===== src/rtl/pa_dma.sv =====
`default_nettype none
// +----------------------------------------------------------------------------+
// | Package     : pa_dma                                                       |
// | Description : Shared types and constants for the byte-wide DMA engine:     |
// |               FSM state encoding, bus space encoding, default widths.      |
// | Revision    : 1.0 - initial release                                        |
// +----------------------------------------------------------------------------+
package pa_dma;

   // Default widths; ADDR_W matches the CPU bus address width.
   localparam int DMA_ADDR_W = 22;
   localparam int DMA_CNT_W  = 16;

   // mem_io bus encoding.
   localparam logic MEM = 1'b1;
   localparam logic IO  = 1'b0;

   typedef enum logic [2:0] {
      IDLE    = 3'd0,
      REQ     = 3'd1,
      READ    = 3'd2,
      WRITE   = 3'd3,
      RELEASE = 3'd4
   } dma_state_t;

endpackage : pa_dma
`default_nettype wire


===== src/rtl/dma_ctrl.sv =====
`default_nettype none
// +----------------------------------------------------------------------------+
// | Module      : dma_ctrl                                                     |
// | Description : Byte-wide DMA engine. Requests the CPU bus with dma_req,     |
// |               and once dma_ack is granted copies len bytes, one READ      |
// |               cycle followed by one WRITE cycle per byte, honouring       |
// |               wait_in. Grant is re-checked only at byte boundaries.       |
// | Revision    : 1.0 - initial release                                        |
// +----------------------------------------------------------------------------+
// | Ports                                                                      |
// |   clk, arst_n          : clock, asynchronous active-low reset              |
// |   start                : start pulse, sampled in IDLE only                 |
// |   src_addr, dst_addr   : first source / destination address              |
// |   len                  : byte count (0 = immediate done, no bus request)   |
// |   src_mem, dst_mem     : per-side space select (1 = memory, 0 = I/O)      |
// |   src_fixed, dst_fixed : per-side hold address (FIFO / port)              |
// |   busy, done           : transfer in progress / one-cycle completion      |
// |   dma_req, dma_ack     : bus request / grant handshake with the CPU       |
// |   addr, data_in,       : bus address, read data, write data              |
// |   data_out                                                                 |
// |   rd, wr, mem_io       : bus strobes and space select                      |
// |   wait_in              : bus WAIT, stretches the current rd/wr cycle      |
// +----------------------------------------------------------------------------+
module dma_ctrl
   import pa_dma::*;
#(
   parameter int ADDR_W = DMA_ADDR_W,
   parameter int CNT_W  = DMA_CNT_W
) (
   input  logic              clk,
   input  logic              arst_n,
   input  logic              start,
   input  logic [ADDR_W-1:0] src_addr,
   input  logic [ADDR_W-1:0] dst_addr,
   input  logic [CNT_W-1:0]  len,
   input  logic              src_mem,
   input  logic              dst_mem,
   input  logic              src_fixed,
   input  logic              dst_fixed,
   output logic              busy,
   output logic              done,
   output logic              dma_req,
   input  logic              dma_ack,
   output logic [ADDR_W-1:0] addr,
   input  logic [7:0]        data_in,
   output logic [7:0]        data_out,
   output logic              rd,
   output logic              wr,
   output logic              mem_io,
   input  logic              wait_in
);

   dma_state_t        r_state;
   dma_state_t        w_state_next;

   logic [ADDR_W-1:0] r_src;
   logic [ADDR_W-1:0] r_dst;
   logic [CNT_W-1:0]  r_remain;
   logic              r_src_mem;
   logic              r_dst_mem;
   logic              r_src_fixed;
   logic              r_dst_fixed;
   logic [7:0]        r_data;
   logic              r_done;

   logic              w_last;

   // The byte now being written is the final one.
   assign w_last = (r_remain == CNT_W'(1));

   // ---------------------------------------------------------------- state
   always_ff @(posedge clk or negedge arst_n) begin
      if (!arst_n) begin
         r_state <= IDLE;
      end else begin
         r_state <= w_state_next;
      end
   end

   // ----------------------------------------------------------- next state
   always_comb begin
      w_state_next = r_state;
      case (r_state)
         IDLE: begin
            if (start && (len != '0)) begin
               w_state_next = REQ;
            end
         end
         REQ: begin
            if (dma_ack) begin
               w_state_next = READ;
            end
         end
         READ: begin
            if (!wait_in) begin
               w_state_next = WRITE;
            end
         end
         WRITE: begin
            // Grant is only re-examined here, between bytes; a dropped
            // dma_ack parks the engine in REQ with the request still raised.
            if (!wait_in) begin
               if (w_last) begin
                  w_state_next = RELEASE;
               end else if (dma_ack) begin
                  w_state_next = READ;
               end else begin
                  w_state_next = REQ;
               end
            end
         end
         RELEASE: begin
            if (!dma_ack) begin
               w_state_next = IDLE;
            end
         end
         default: begin
            w_state_next = IDLE;
         end
      endcase
   end

   // ------------------------------------------------------------- outputs
   // Decoded from registered state and registered datapath only, so no
   // input reaches an output combinationally.
   always_comb begin
      addr     = '0;
      data_out = '0;
      rd       = 1'b0;
      wr       = 1'b0;
      mem_io   = MEM;
      dma_req  = 1'b0;
      busy     = (r_state != IDLE);
      done     = r_done;
      case (r_state)
         REQ: begin
            dma_req = 1'b1;
         end
         READ: begin
            dma_req = 1'b1;
            addr    = r_src;
            rd      = 1'b1;
            mem_io  = r_src_mem ? MEM : IO;
         end
         WRITE: begin
            dma_req  = 1'b1;
            addr     = r_dst;
            wr       = 1'b1;
            data_out = r_data;
            mem_io   = r_dst_mem ? MEM : IO;
         end
         default: begin
         end
      endcase
   end

   // ------------------------------------------------------------ datapath
   always_ff @(posedge clk or negedge arst_n) begin
      if (!arst_n) begin
         r_src       <= '0;
         r_dst       <= '0;
         r_remain    <= '0;
         r_src_mem   <= MEM;
         r_dst_mem   <= MEM;
         r_src_fixed <= 1'b0;
         r_dst_fixed <= 1'b0;
         r_data      <= '0;
         r_done      <= 1'b0;
      end else begin
         r_done <= 1'b0;
         case (r_state)
            IDLE: begin
               if (start) begin
                  r_src       <= src_addr;
                  r_dst       <= dst_addr;
                  r_remain    <= len;
                  r_src_mem   <= src_mem;
                  r_dst_mem   <= dst_mem;
                  r_src_fixed <= src_fixed;
                  r_dst_fixed <= dst_fixed;
                  // Zero-length request completes without touching the bus.
                  r_done      <= (len == '0);
               end
            end
            READ: begin
               if (!wait_in) begin
                  r_data <= data_in;
               end
            end
            WRITE: begin
               if (!wait_in) begin
                  r_remain <= r_remain - CNT_W'(1);
                  // Addresses wrap modulo 2**ADDR_W by natural overflow.
                  if (!r_src_fixed) begin
                     r_src <= r_src + ADDR_W'(1);
                  end
                  if (!r_dst_fixed) begin
                     r_dst <= r_dst + ADDR_W'(1);
                  end
               end
            end
            RELEASE: begin
               if (!dma_ack) begin
                  r_done <= 1'b1;
               end
            end
            default: begin
            end
         endcase
      end
   end

endmodule : dma_ctrl
`default_nettype wire


===== config.mk =====
export PLATFORM = sky130hd
export DESIGN_NAME = dma_ctrl
export DESIGN_NICKNAME = d
export VERILOG_FILES = /design/src/rtl/pa_dma.sv /design/src/rtl/dma_ctrl.sv
export SDC_FILE = /design/constraint.sdc
export NUM_CORES = 1
export LEC_CHECK = 0
export ABC_AREA = 1
export ABC_CLOCK_PERIOD_IN_PS = 1800
export CORE_MARGIN = 2
export CORE_UTILIZATION = 45
export CTS_CLUSTER_DIAMETER = 200
export DETAILED_ROUTE_END_ITERATION = 8
export HOLD_SLACK_MARGIN = 0.15
export PLACE_DENSITY = 0.72
export SYNTH_ARGS = -nofsm -noshare
export SYNTH_HDL_FRONTEND = slang
export SYNTH_SLANG_ARGS = --single-unit

===== constraint.sdc =====
create_clock -name clk -period 1.8 [get_ports clk]
set_clock_uncertainty 0.1 [all_clocks]
set_input_delay 0.36 -clock clk [delete_from_list [all_inputs] [get_ports clk]]
set_output_delay 0.36 -clock clk [all_outputs]
set_load 0.01 [all_outputs]

Yosys cells after proc, flatten, opt, wreduce, memory -nomap -nowiden --
Cells that the tools add are included.
Storage, ports and cells: register bits 76, input port bits 77, output and inout bits 36, word-level logic and storage cells 70
Operators by class: add/subtract/negate cells 3, equality and inequality tests 13, multiplexer cells 30, bitwise gates (word level) 1, reduce and logical (&&, ||, !) cells 13
Operator list (number):
- 22-bit 2-to-1 mux | 6
- 22-bit case mux with 2 select lines | 3
- 22-bit by 1-bit adder with 22-bit output (second input constant) | 2
- 16-bit 2-to-1 mux | 2
- 16-bit case mux with 2 select lines | 1
- 3-bit 2-to-1 mux | 6
- 16-bit by 1-bit == test with 1-bit output (second input constant) | 1
- 16-bit logical NOT | 1
- 2-bit != test (second input constant) | 8
- 16-bit nonzero test | 1
- 16-bit by 1-bit subtractor with 16-bit output (second input constant) | 1
- 3-bit case mux with 5 select lines | 1
- 8-bit 2-to-1 mux | 1
- 4-bit AND reduction | 2
- 1-bit 2-to-1 mux | 7
- 3-bit by 2-bit == test with 1-bit output (second input constant) | 2
- 5-bit AND reduction | 1
- 1-bit case mux with 2 select lines | 2
- 2-bit AND reduction | 2
- 3-bit by 1-bit == test with 1-bit output (second input constant) | 1
- 3-bit == test (second input constant) | 1
- 3-bit logical NOT | 1
- 3-bit AND reduction | 1
- 3-bit nonzero test | 1
- other kinds (5) | 5

Logic depth before layout (Yosys ltp) --
word-level depth 4, depth in mapped cells 10, gate-level depth less buffers 10

Worst setup path before layout --
OpenSTA, ideal clock, no wires.
kind register -> output, start register r_state[2], end output addr[13], arrival time 1.409 ns, required time 1.340 ns, path slack -0.069 ns, cell stages (with the launch flop) 8, buffers on the path 4, cell sequence dfrtp_1 buf_2 nor2_4 inv_2 buf_2 buf_2 buf_2 o22ai_1
On the way: cells in the longest elaborated chain, start to end 2, elaborated cells on any way between the ends 3, classes of those cells eq/ne: 2; mux: 1
Ends and longest elaborated chain:
- start, declared | line dma_ctrl.sv:53 | dma_state_t r_state;
- start signal, assigned | line dma_ctrl.sv:76 | r_state <= w_state_next;
- 3-bit by 2-bit == test with 1-bit output | line dma_ctrl.sv:135 | case (r_state)
- 22-bit case mux with 2 select lines (*) | line dma_ctrl.sv:135
- end, declared | line dma_ctrl.sv:44 | output logic [ADDR_W-1:0] addr,
Mark *: on every way between the ends. The rest lies on a longest branch, timed or not.

Final worst setup path --
Same ends and word-level chain as after synthesis.

==> metrics.md <==
| Metric | Value |
|---|---|
| Synth Area per Inst | just over 6 sq um |
| Seq cells post-synth | 76 |
| Routability Congestion | 0.8822 |
| Switching Fraction | 0.4728 |
| Final Hold Fails | 0 |
| Slew HR | 0.6968 |
| CP Depth | 6 |
| CP Class | reg -> out |
| Gate Count Post-Synth | 892 |
| Initial Util | 0.4561 |
| Tcrit/Tclk final | 1.139 |
| Final nets | roughly 1,200 |
| Synth Area in Compound Gates | 0.1239 |
| Total power | between 10 and 15 mW |
| Antenna Violating Nets Remaining | 0 |
| Buffers on Ports | 112 |
| Synth Area in Adders | 0.009212 |
| Critical path cell sequence | buf_6 -> nor2_4 -> nand2_4 -> buf_12 -> o22ai_4 -> buf_2 |
| Crit path max fanout | 8 |
| Crit start category | flop |
| Fmax | 0.4876 GHz |
| Post-route minimum period | between 2 and 2.5 ns |
| Reg power frac | 0.221 |
| # setup viols final | 90 |
| RR Startpoint | r_state[2]$_DFFE_PN0P_ |
| Drt pass-1 iters | 5 |
| Hold path startpoint | r_remain[2]$_DFFE_PN0P_ |
| Fraction of layout cells with a size suffix above 1 | 0.2091 |
| DRC viols | 0 |
| Largest net degree at the start of global routing | between 70 and 80 |
| Outcome | complete, but fails checks |
| Via density | 5.129 |
| # diodes | 0 |
| CTS tree | done |
| Die width | between 100 and 150 um |
| GRT busiest layer | met2 |
| Combinational share of power | 0.665 |
| Crit path DAT | 1.59 ns |
| Vias in the first global route | 5,860 |
| Per-cell routed wire length | 14.60 um |
| HPWL Detailed | roughly 12,000 um |
| Mux share of post-synthesis cell area | 0 |
| Synth top area cells | dfrtp_1, nand2_1, nor2_1, inv_1, nand3_1 |
| CP Capture Type | output pin |
| Synth unique cells | 34 |
| Slew @ Worst Pin | about 0.45 ns |
| Max-cap viol count | 0 |
| Total gr overflow | 0 |
| Leakage Power | between 3 and 4 nW |
| Max stage delay on crit path | between 0.3 and 0.4 ns |
| Clock sink count | 76 |
| First-iteration detailed-routing DRC count | 449 |
| Failing checks | setup timing |
| Global-route wire length before repair | 28,050 um |
| Crit. Startpoint | r_state[2]$_DFFE_PN0P_ |
| Pint | between 7 and 8 mW |
| Post-synthesis xor/xnor area fraction | 0.006449 |
| GRT met2 Usage | 0.4287 |
| PnR worst setup slack | -0.2510 ns |
| Worst hold path type | reg -> reg |
| Core footprint | 11,910 sq um |
| Routed wire length | 17,930 um |
| Buf+Inv Stages, Crit Path | 3 |
| Worst path required time | ~1.3 ns |
| Simple-gate area share of the yosys netlist | 0.4005 |
| Worst-skew pair later-pin latency | 0.33 ns |
| Cell taking the most area after synthesis | dfrtp_1 |
| Hold path depth | 2 |
| Yosys warns | 0 |
| Synthesized area | approximately 5400 sq um |
| CP delay by family, top | buffers and inverters |
| Crit-path slowest cell | dfrtp_1 |
| Area delta synth->final | 48.07% |
| Net switching power figure | between 7 and 8 mW |
| Pre-CTS WS | -0.3296 ns |
| Syn Nets | between 900 and 1,000 |
| Slew Limit Fails | 0 |
| Row Count | 40 |
| Fraction of the yosys area taken by sequential cells | 0.3505 |
| Clock share of power | 0.114 |
| Die ar. | ~13,000 sq um |
| CTS Buffer Depth | 2 |
| Total track usage | 0.2706 |
| CTS buffer count | 9 |
| Area share of the largest cell type after synthesis | 0.3409 |
| Worst IR Drop VDD | 0.8501 mV |
| Ports | 113 |
| Initial antenna violation count | 0 |
| Pwr/cell area | approximately 1800 nW/um^2 |
| Worst-path clk slew | 0.06 ns |
| Clock root cell | clkbuf_16 |
| R2R depth | 11 |
| Via count | around 6,300 |
| Main combinational cell family by area after synthesis | simple AND/OR/NAND/NOR gates |
| RSZ-0062 raised after global routing | true |
| Met1 Use GR | 0.3789 |
| Routing usage on met3 | 0.04623 |
| Die Y | ~110 um |
| H-Tree Depth | 3 |
[what timing repair did]
action,4_1_cts,5_1_grt
setup endpoints to repair,82,98
buffers inserted,10,9
cloned,2,3
gates resized for setup,257,38
pin swaps,6,7
endpoints found under the hold margin,74,0
hold buffers,1,0
[layer usage]
layer	wire length, um	vias to the layer above	part of all wire
met4	299	0	0.017
met2	8280	220	0.46
met5	0	-	0
met1	8169	2880	0.46
met3	1180	23	0.066
li1	-	3176	-
[power by group through the flow]
stage	registers [mW]	logic (mW)	clock network, mW
after floorplan	3.14	4.82	0
after global placement	3.21	8.16	0
after detailed placement	3.21	8.29	0
after CTS	3.22	9.08	1.69
after global routing	3.37	10.8	1.79
final	3.28	9.86	1.68
[final timing paths]
path,end,slack [ns]
setup / recovery,addr[13],-0.25
hold / removal,r_remain[2]$_DFFE_PN0P_,0.39
setup reg to reg,r_src[6]$_DFFE_PN0P_,-0.24
hold reg to reg,r_remain[2]$_DFFE_PN0P_,0.39
max in group asynchronous,r_src_mem$_DFFE_PN1P_,0.73
min in group asynchronous,r_remain[1]$_DFFE_PN0P_,0.47
[registers in the layout (all words and copies together) (netlist names)]
register,cells
r_state,3
r_dst,22
r_src_mem,1
r_src,22
r_dst_mem,1
r_data,8
r_src_fixed,1
r_remain,16
r_dst_fixed,1
done,1
[layout by cell type (no fill, tap or decap), drive strengths merged, types with 5 or more instances in the layout]
cell type,Yosys,routed
a21oi,26,26
buf,27,124
clkbuf,7,18
clkdlybuf4s50,0,76
dfrtp,74,74
inv,113,114
nand2,263,263
nand3,74,74
nor2,186,186
nor3,5,5
o21ai,64,64
o22ai,18,18
[layout make-up]
class,count,area (sq um)
clock buffer,14,254.0
clock inverter,2,10.01
fill,1056,3867
inverter,113,446.7
multi-input combinational,669,3304
sequential,76,1904
tap,147,183.9
timing repair buffer,206,1934
timing repair inverter,1,6.256
[Yosys cell counts]
library cell    n
o21ai_1         3
a21boi_0        1
nand2_1       261
inv_2           4
nand3b_1        1
nor2_4          1
o21ai_0        61
nand2_2         2
o31ai_1         1
dfrtp_1        74
buf_4           1
nor3_1          5
o22ai_1        18
a31oi_1         1
nor3b_1         2
nand3_2         2
dfstp_2         2
o21bai_1        2
ha_1            4
nor2_1        185
inv_1         109
o31ai_2         1
a22oi_1         2
clkbuf_1        7
or2_2           4
o21a_1          1
a21oi_1        26
xor2_1          4
o211ai_1        4
buf_6           1
buf_2          25
nand4_1         4
a22o_1          1
nand3_1        72
[per-stage QoR]
| step | setup TNS, ns | area (sq um) | cells | utilization | hold slack [ns] |
|---|---|---|---|---|---|
| CTS | -9.575 | 7787 | 1216 | 0.6538 | 0.3931 |
| global placement | -13.90 | 7236 | 1188 | 0.6075 | 0.3206 |
| floorplan | -0.8216 | 5497 | 892 | - | -0.03559 |
| global route | -20.75 | 8044 | 1228 | 0.6753 | 0.4135 |
| detailed placement | -14.68 | 7236 | 1188 | 0.6075 | 0.3255 |
| finish | -13.21 | 8044 | 1228 | 0.6753 | 0.3928 |
[worst min-delay path, delay by kind of cell, from the launching register on]
kind,cells,cell delay (ns)
flip-flops,1,0.36
AND/OR/NAND/NOR,1,0.05
AO/OA/AOI/OAI,1,0.06
[logic make-up (layout without fill, tap and decap cells)]
group           Yosys count  after routing
buf+inv                 147            336
xor+xnor                  4              4
simple gates            539            539
flops                    76             76
fa+ha+maj                 4              4
compound gates          122            122
Power figures use the tool's default switching activity.
